**src/rtl/local_eject_reassembler_if.sv**
```systemverilog
// Bundle between the Local ejection port, the reassembler and the core.
// The reassembler sits on the slave side; the router/core environment drives the master side.
interface local_eject_reassembler_if #(
  parameter int WIDTH_DATA = 16
);
  localparam int WIDTH_PORT = 24 + WIDTH_DATA;

  logic                    flitValid;
  logic [WIDTH_PORT-1:0]   doutLocal;
  logic                    pktValid;
  logic                    pktReady;
  logic [5:0]              pktId;
  logic [7:0]              pktTime;
  logic [4*WIDTH_DATA-1:0] pktData;
  logic                    dropErr;
  logic                    dupErr;
  logic [7:0]              dropCount;

  modport master (
    output flitValid, doutLocal, pktReady,
    input  pktValid, pktId, pktTime, pktData, dropErr, dupErr, dropCount
  );

  modport slave (
    input  flitValid, doutLocal, pktReady,
    output pktValid, pktId, pktTime, pktData, dropErr, dupErr, dropCount
  );
endinterface

```
**src/rtl/local_eject_reassembler.sv**
```systemverilog
// Collects out-of-order flits from the Local output port into per-PKTID slots
// and hands each complete 4-flit packet to the core through a one-deep output stage.
module local_eject_reassembler #(
  parameter int         WIDTH_DATA = 16,
  parameter int         NUM_SLOTS  = 4,
  parameter logic [3:0] MY_X       = 4'd0,
  parameter logic [3:0] MY_Y       = 4'd0
) (
  input logic                     clk,
  input logic                     reset,
  local_eject_reassembler_if.slave bus
);
  localparam int IDX_W = (NUM_SLOTS > 1) ? $clog2(NUM_SLOTS) : 1;

  logic [5:0]            inPktId;
  logic [1:0]            inFlitId;
  logic [7:0]            inTime;
  logic [3:0]            inPosX;
  logic [3:0]            inPosY;
  logic [WIDTH_DATA-1:0] inData;
  logic [3:0]            flitOneHot;

  assign {inPktId, inFlitId, inTime, inPosX, inPosY, inData} = bus.doutLocal;
  assign flitOneHot = 4'b0001 << inFlitId;

  logic [NUM_SLOTS-1:0]                   slotValid;
  logic [NUM_SLOTS-1:0][5:0]              slotId;
  logic [NUM_SLOTS-1:0][3:0]              slotMask;
  logic [NUM_SLOTS-1:0][7:0]              slotTime;
  logic [NUM_SLOTS-1:0][4*WIDTH_DATA-1:0] slotData;
  logic [NUM_SLOTS-1:0]                   slotComplete;
  logic [NUM_SLOTS-1:0]                   slotHit;
  logic [NUM_SLOTS-1:0]                   slotFree;

  logic [IDX_W-1:0] hitIdx;
  logic [IDX_W-1:0] freeIdx;
  logic [IDX_W-1:0] doneIdx;
  logic             posOk;
  logic             flitOk;
  logic             dupFlit;
  logic             dropFlit;
  logic             writeEn;
  logic             allocEn;
  logic             loadEn;

  logic                    pktValidReg;
  logic [5:0]              pktIdReg;
  logic [7:0]              pktTimeReg;
  logic [4*WIDTH_DATA-1:0] pktDataReg;
  logic                    dropErrReg;
  logic                    dupErrReg;
  logic [7:0]              dropCountReg;

  // Complete slots are excluded from matching so a recycled PKTID opens a fresh slot.
  generate
    for (genvar gi = 0; gi < NUM_SLOTS; gi++) begin : gSlot
      logic                  validReg;
      logic [5:0]            idReg;
      logic [3:0]            maskReg;
      logic [7:0]            timeReg;
      logic [WIDTH_DATA-1:0] dataReg [4];
      logic                  allocHere;
      logic                  writeHere;

      assign allocHere = allocEn && (freeIdx == IDX_W'(gi));
      assign writeHere = writeEn && (hitIdx == IDX_W'(gi));

      always_ff @(posedge clk) begin
        if (reset) begin
          validReg <= 1'b0;
          maskReg  <= 4'h0;
        end else begin
          if (allocHere) begin
            validReg <= 1'b1;
            idReg    <= inPktId;
            maskReg  <= flitOneHot;
          end else if (writeHere) begin
            maskReg <= maskReg | flitOneHot;
          end
          if (loadEn && (doneIdx == IDX_W'(gi))) begin
            validReg <= 1'b0;
          end
        end
      end

      always_ff @(posedge clk) begin
        if (allocHere || writeHere) begin
          dataReg[inFlitId] <= inData;
          if (inFlitId == 2'd0) begin
            timeReg <= inTime;
          end
        end
      end

      assign slotValid[gi]    = validReg;
      assign slotId[gi]       = idReg;
      assign slotMask[gi]     = maskReg;
      assign slotTime[gi]     = timeReg;
      assign slotData[gi]     = {dataReg[3], dataReg[2], dataReg[1], dataReg[0]};
      assign slotComplete[gi] = validReg && (maskReg == 4'hF);
      assign slotHit[gi]      = validReg && (maskReg != 4'hF) && (idReg == inPktId);
      assign slotFree[gi]     = !validReg;
    end
  endgenerate

  // Descending scan leaves the lowest matching index in each selector.
  always_comb begin
    hitIdx  = '0;
    freeIdx = '0;
    doneIdx = '0;
    for (int i = NUM_SLOTS - 1; i >= 0; i--) begin
      if (slotHit[i])      hitIdx  = IDX_W'(i);
      if (slotFree[i])     freeIdx = IDX_W'(i);
      if (slotComplete[i]) doneIdx = IDX_W'(i);
    end
  end

  always_comb begin
    posOk    = (inPosX == MY_X) && (inPosY == MY_Y);
    flitOk   = bus.flitValid && posOk;
    dupFlit  = flitOk && (|slotHit) && slotMask[hitIdx][inFlitId];
    writeEn  = flitOk && (|slotHit) && !slotMask[hitIdx][inFlitId];
    allocEn  = flitOk && !(|slotHit) && (|slotFree);
    dropFlit = bus.flitValid && (!posOk || (!(|slotHit) && !(|slotFree)));
    loadEn   = (!pktValidReg || bus.pktReady) && (|slotComplete);
  end

  always_ff @(posedge clk) begin
    if (reset) begin
      pktValidReg  <= 1'b0;
      pktIdReg     <= 6'd0;
      pktTimeReg   <= 8'd0;
      pktDataReg   <= '0;
      dropErrReg   <= 1'b0;
      dupErrReg    <= 1'b0;
      dropCountReg <= 8'd0;
    end else begin
      if (loadEn) begin
        pktValidReg <= 1'b1;
        pktIdReg    <= slotId[doneIdx];
        pktTimeReg  <= slotTime[doneIdx];
        pktDataReg  <= slotData[doneIdx];
      end else if (bus.pktReady) begin
        pktValidReg <= 1'b0;
      end
      dropErrReg <= dropFlit;
      dupErrReg  <= dupFlit;
      if (dropFlit && (dropCountReg != 8'hFF)) begin
        dropCountReg <= dropCountReg + 8'd1;
      end
    end
  end

  assign bus.pktValid  = pktValidReg;
  assign bus.pktId     = pktIdReg;
  assign bus.pktTime   = pktTimeReg;
  assign bus.pktData   = pktDataReg;
  assign bus.dropErr   = dropErrReg;
  assign bus.dupErr    = dupErrReg;
  assign bus.dropCount = dropCountReg;
endmodule

```
**src/flat_wrapper.sv**
```systemverilog
// flat-port wrapper written by rule: the top's interface ports become plain ports
module local_eject_reassembler_flat 
#(
  parameter int         WIDTH_DATA = 16,
  parameter int         NUM_SLOTS  = 4,
  parameter logic [3:0] MY_X       = 4'd0,
  parameter logic [3:0] MY_Y       = 4'd0
)
  (clk, reset, bus_flitValid, bus_doutLocal, bus_pktReady, bus_pktValid, bus_pktId, bus_pktTime, bus_pktData, bus_dropErr, bus_dupErr, bus_dropCount);
  local_eject_reassembler_if #(.WIDTH_DATA(WIDTH_DATA)) bus_i ();
  input logic clk;
  input logic reset;
  input wire logic [$bits(bus_i.flitValid)-1:0] bus_flitValid;
  input wire logic [$bits(bus_i.doutLocal)-1:0] bus_doutLocal;
  input wire logic [$bits(bus_i.pktReady)-1:0] bus_pktReady;
  output wire logic [$bits(bus_i.pktValid)-1:0] bus_pktValid;
  output wire logic [$bits(bus_i.pktId)-1:0] bus_pktId;
  output wire logic [$bits(bus_i.pktTime)-1:0] bus_pktTime;
  output wire logic [$bits(bus_i.pktData)-1:0] bus_pktData;
  output wire logic [$bits(bus_i.dropErr)-1:0] bus_dropErr;
  output wire logic [$bits(bus_i.dupErr)-1:0] bus_dupErr;
  output wire logic [$bits(bus_i.dropCount)-1:0] bus_dropCount;
  assign bus_i.flitValid = bus_flitValid;
  assign bus_i.doutLocal = bus_doutLocal;
  assign bus_i.pktReady = bus_pktReady;
  assign bus_pktValid = bus_i.pktValid;
  assign bus_pktId = bus_i.pktId;
  assign bus_pktTime = bus_i.pktTime;
  assign bus_pktData = bus_i.pktData;
  assign bus_dropErr = bus_i.dropErr;
  assign bus_dupErr = bus_i.dupErr;
  assign bus_dropCount = bus_i.dropCount;
  local_eject_reassembler #(.WIDTH_DATA(WIDTH_DATA), .NUM_SLOTS(NUM_SLOTS), .MY_X(MY_X), .MY_Y(MY_Y)) u_core (.clk(clk), .reset(reset), .bus(bus_i));
endmodule
```
**config.mk**
```make
export PLATFORM = sky130hd
export DESIGN_NAME = local_eject_reassembler_flat
export DESIGN_NICKNAME = d
export VERILOG_FILES = /design/src/rtl/local_eject_reassembler_if.sv /design/src/rtl/local_eject_reassembler.sv /design/src/flat_wrapper.sv
export SDC_FILE = /design/constraint.sdc
export NUM_CORES = 1
export LEC_CHECK = 0
export CAP_MARGIN = 20
export CORE_MARGIN = 5
export CORE_UTILIZATION = 30
export DETAILED_ROUTE_END_ITERATION = 10
export SLEW_MARGIN = 20
export SYNTH_ARGS = -nofsm -noshare
export SYNTH_HDL_FRONTEND = slang
export SYNTH_SLANG_ARGS = --single-unit
```
**constraint.sdc**
```tcl
create_clock -name clk -period 4.4 [get_ports clk]
set_input_delay 0.88 -clock clk [delete_from_list [all_inputs] [get_ports clk]]
set_output_delay 0.88 -clock clk [all_outputs]
set_load 0.01 [all_outputs]
```
==> results.md, run 1 <==
- Cell breakdown of the critical path: clkdlybuf4s50_1 -> xor2_1 -> nor4_2 -> nand2_1 -> a41o_1 -> a221o_1 -> and4_4 -> o32ai_1 -> buf_4 -> and2_1 -> buf_12
- Netlist cell types: 48
- Worst-case clock buffer depth: 3
- Area occupied by registers: about 12000 um2
- Nets: about 1200
- Cell Area, Placed: roughly 18000 um2
- CTS tree: done
- Crit end category: flip-flop
- Via Count: between 9000 and 10000
- Most frequent cell after synthesis: edfxtp_1
- Vias per cell: approximately 5.2
- RR Startpoint: u_core.gSlot[1].idReg[1]$_DFFE_PP_
- Multi-input logic area: approximately 3600 um2
- Hold path start: u_core.bus.pktData[53]$_SDFFE_PP0P_
- Worst Setup Start Kind: input port
- Fillers: 4747
- IO Port Bufs: 132
- Syn_area_per_cell: around 15 um2
- Post-synth EDFFs: 312
- CP max stage cell: clkdlybuf4s50_1
- Share of post-route cells with drive strength above 1: between 10% and 20%
- Wirelength, routed: about 42 mm
- Rel. slew slack: a little under a third
- Int Power: 0.00632 W
- # rows: between 80 and 90
- Critical Path Max Stage Delay: 670 ps
- Maximum level of the CTS H-tree: 2
- Die X: 237 um
- RSZ-0062 raised after global routing: false
- Worst hold path type: reg -> reg
- Worst reg2reg endpoint: u_core.gSlot[2].dataReg[0][4]$_DFFE_PP_
- 1st-iter DRT viols: about 1200
- First-pass DRT Iterations: 9
- Total gr overflow: 0
- Final setup violation count: 0
- Critical path class: in -> reg
- Clk network pwr share: 44.1%
- Root Driver: clkbuf_16
- DRC viols: 0
- Register area share after synthesis: roughly three quarters
- GRT Util Overall: roughly 14%
- Worst Tran Pin Value: roughly 1000 ps
- Synth async-reset ratio: 0%
- Sw Share: 20.4%
- CP Max Fanout: 24
- Antenna diodes: 0
- Delay-heaviest family, CP: simple AND/OR/NAND/NOR gates
- Seq pwr share: around 54%
- Post-Synthesis Cells: slightly above 1000
- Status: completed
- Hold Path Cell Cnt: 2
- Arr. time, crit path: approximately 4300 ps
- Synth area leaders: edfxtp_1 (61%), dfxtp_1 (14%), a222oi_1 (5.1%)
- Die area: around 56000 um2
- Hold Crit Endpoint: u_core.bus.pktData[53]$_SDFFE_PP0P_
- Critical Path RT: roughly 4700 ps
- Syn Nets: approximately 1100
- Clock Latency Late Sink: 580 ps
- Lkg Pwr: approximately 6.3 nW
- Power Density: slightly above 400 nW/um2
- Largest net degree at the start of global routing: 80
- Cell area after layout: approximately 19000 um2
- #FFs+latches synth: roughly 420
- TritonCTS buffer count: 43
- Average wire per standard cell: roughly 22 um
- Fin Hold WS: about 500 ps
- Area growth from synthesis to layout: 25.3%
- Final Cycle Share: between 90 and 100%
- Synth cell count leaders: edfxtp_1 (312), dfxtp_1 (109), a21oi_1 (103)
- Psw: ~0.0016 W
- Starting density of the core: around 30%
- Chip Height: roughly 240 um
- Cts hold-fix bufs: 0
- Initial antenna violation count: 0
- Detailed Place HPWL: roughly 26 mm
- Slack of the worst reg-to-reg path: 870 ps
- Post_cts resized: 0
- FMAX: 0.246 GHz
- Fin crit period: between 4000 and 5000 ps
- Setup Skew: 24.3 ps
- Final Hold Fails: 0
- RD Place Congestion: between 0.8 and 0.9
- Post-CTS Setup Repair Bufs: 0
- Largest area contributor in the netlist: edfxtp_1
- Clock-pin slew on the worst setup and hold paths: 60 ps
- Total power: 0.00794 W
- WP buf/inv: 3
- Detail Route Antenna Nets: 0
- CORE AREA: slightly above 50000 um2
- Max-cap violations: 0
- First-pass GRT wire length: 62.1 mm
- Max VDD drop: around 0.28 mV
- Vias in the first global route: a little under 10000
- Worst Reg-to-Reg Cells: 10
- Dominant synthesized flop cell: edfxtp_1
- Sink Count: approximately 420
- Synthesized area: between 15000 and 20000 um2
- Logic pwr share: 2.2%
- Synth top area share: ~61%
- Num ports: between 100 and 150
- Number of synthesis warnings: 0
- Fin. max-slew vios: 0
- Fin util: a little under two fifths
[through the flow]
step           setup TNS, ps  worst slack [ps]  std cells
6_report                   0               334       1909
2_1_floorplan              0               257       1036
4_1_cts                    0               405       1909
3_5_place_dp          -14670              -166       1830
5_1_grt                    0               182       1909
3_3_place_gp               0              14.3       1830
[power groups by stage]
stage,combinational [W],clock [W],sequential [W]
global placement,0.000175,0,0.00435
floorplan,0.0000490,0,0.00435
global route,0.000190,0.00376,0.00426
detailed placement,0.000179,0,0.00435
CTS,0.000180,0.00359,0.00426
finish,0.000177,0.00350,0.00426
[state kept, by name, summed over array words and instances, names as in the netlist]
register / flops
u_core.gSlot.validReg: 4
u_core.gSlot.timeReg: 32
u_core.bus.dropErr: 1
u_core.bus.pktData: 64
u_core.bus.pktId: 6
u_core.bus.dupErr: 1
u_core.gSlot.dataReg: 256
u_core.gSlot.idReg: 24
u_core.gSlot.maskReg: 16
u_core.bus.pktValid: 1
u_core.bus.pktTime: 8
u_core.bus.dropCount: 8
[how the worst max path moves through the flow]
stage,depth (start not counted),to,start
floorplan,8,u_core.gSlot[1].dataReg[0][0]$_DFFE_PP_,bus_doutLocal[34]
global placement,11,u_core.gSlot[2].dataReg[0][14]$_DFFE_PP_,bus_doutLocal[35]
detailed placement,11,u_core.gSlot[2].dataReg[0][14]$_DFFE_PP_,bus_doutLocal[35]
CTS,11,u_core.gSlot[2].timeReg[4]$_DFFE_PP_,bus_doutLocal[35]
global route,11,u_core.gSlot[2].dataReg[0][2]$_DFFE_PP_,bus_doutLocal[35]
finish,11,u_core.gSlot[2].dataReg[0][4]$_DFFE_PP_,bus_doutLocal[35]
[layout make-up]
cell class / count / area share [%]
clock buffers: 60 / 6.05
inverters: 8 / 0.155
multi-input cells: 535 / 18.7
flip-flops and latches: 421 / 59.7
repair buffers: 186 / 10.0
well taps: 680 / 4.40
clock inverters: 19 / 0.951
[metal layers]
metal	track usage, %	vias to the layer above	wire length, um
met4	3.04	0	607
met5	0	-	0
met2	23.5	381	20400
li1	-	4493	-
met3	3.32	43	3120
met1	19.5	5014	17700
[worst reg2reg max path, stage by stage, from the launching register on]
cell and delay [ps]:
edfxtp_1 400, xor2_1 190, nor4_2 600, nand2_1 320
a41o_1 310, a221o_1 320, and4_4 210, o32ai_1 270
buf_4 210, and2_1 170, buf_12 200
[cell usage in the layout (no fill, tap or decap), drive strengths merged, types with 2 or more instances in the layout]
cell	instances
edfxtp	312
clkdlybuf4s50	131
dfxtp	109
a21oi	103
nor2	95
a211oi	79
a222oi	78
clkbuf	60
buf	55
xor2	20
mux2i	17
nand3	15
nand2	14
and2	12
or4	12
clkinv	12
inv	11
nand4	10
nor4	9
a41o	6
xnor2	5
nor3	5
o31ai	5
and3	5
nor2b	5
o21a	4
nand2b	4
and4	4
or2	4
a221o	3
or3	3
o21ai	3
a221oi	3
o211ai	2
clkinvlp	2
bufinv	2
[logic make-up (layout without fill, tap and decap cells)]
| kind of cell | after synthesis | count (layout) | synth area share [%] |
|---|---|---|---|
| buffers and inverters | 80 | 273 | 2.02 |
| multiplexers | 17 | 17 | 1.10 |
| AO/OA/AOI/OAI | 293 | 293 | 14.0 |
| adder cells (fa/ha/maj) | 1 | 1 | 0.0810 |
| XOR/XNOR | 25 | 25 | 1.42 |
| flip-flops | 421 | 421 | 74.8 |
| AND/OR/NAND/NOR | 199 | 199 | 6.53 |
(Power assumes the default switching activity.)
==> run 2: changes to the inputs <==
--- a/config.mk
+++ b/config.mk
@@ -5,7 +5,6 @@
 export SDC_FILE = /design/constraint.sdc
 export NUM_CORES = 1
 export LEC_CHECK = 0
-export CAP_MARGIN = 20
 export CORE_MARGIN = 5
 export CORE_UTILIZATION = 30
 export DETAILED_ROUTE_END_ITERATION = 10
@@ -13,3 +12,4 @@
 export SYNTH_ARGS = -nofsm -noshare
 export SYNTH_HDL_FRONTEND = slang
 export SYNTH_SLANG_ARGS = --single-unit
+export TNS_END_PERCENT = 100
==> constraint.sdc (replaced) <==
create_clock -name clk -period 4.4 [get_ports clk]
set_input_delay 0.88 -clock clk [delete_from_list [all_inputs] [get_ports clk]]
set_output_delay 0.88 -clock clk [all_outputs]
set_load 0.1 [all_outputs]
==> results of run 2 <==
Same layout as run 1 (identical final DEF). Status: completed.
Main changes from that run: total power 0.00794 W -> 0.00796 W
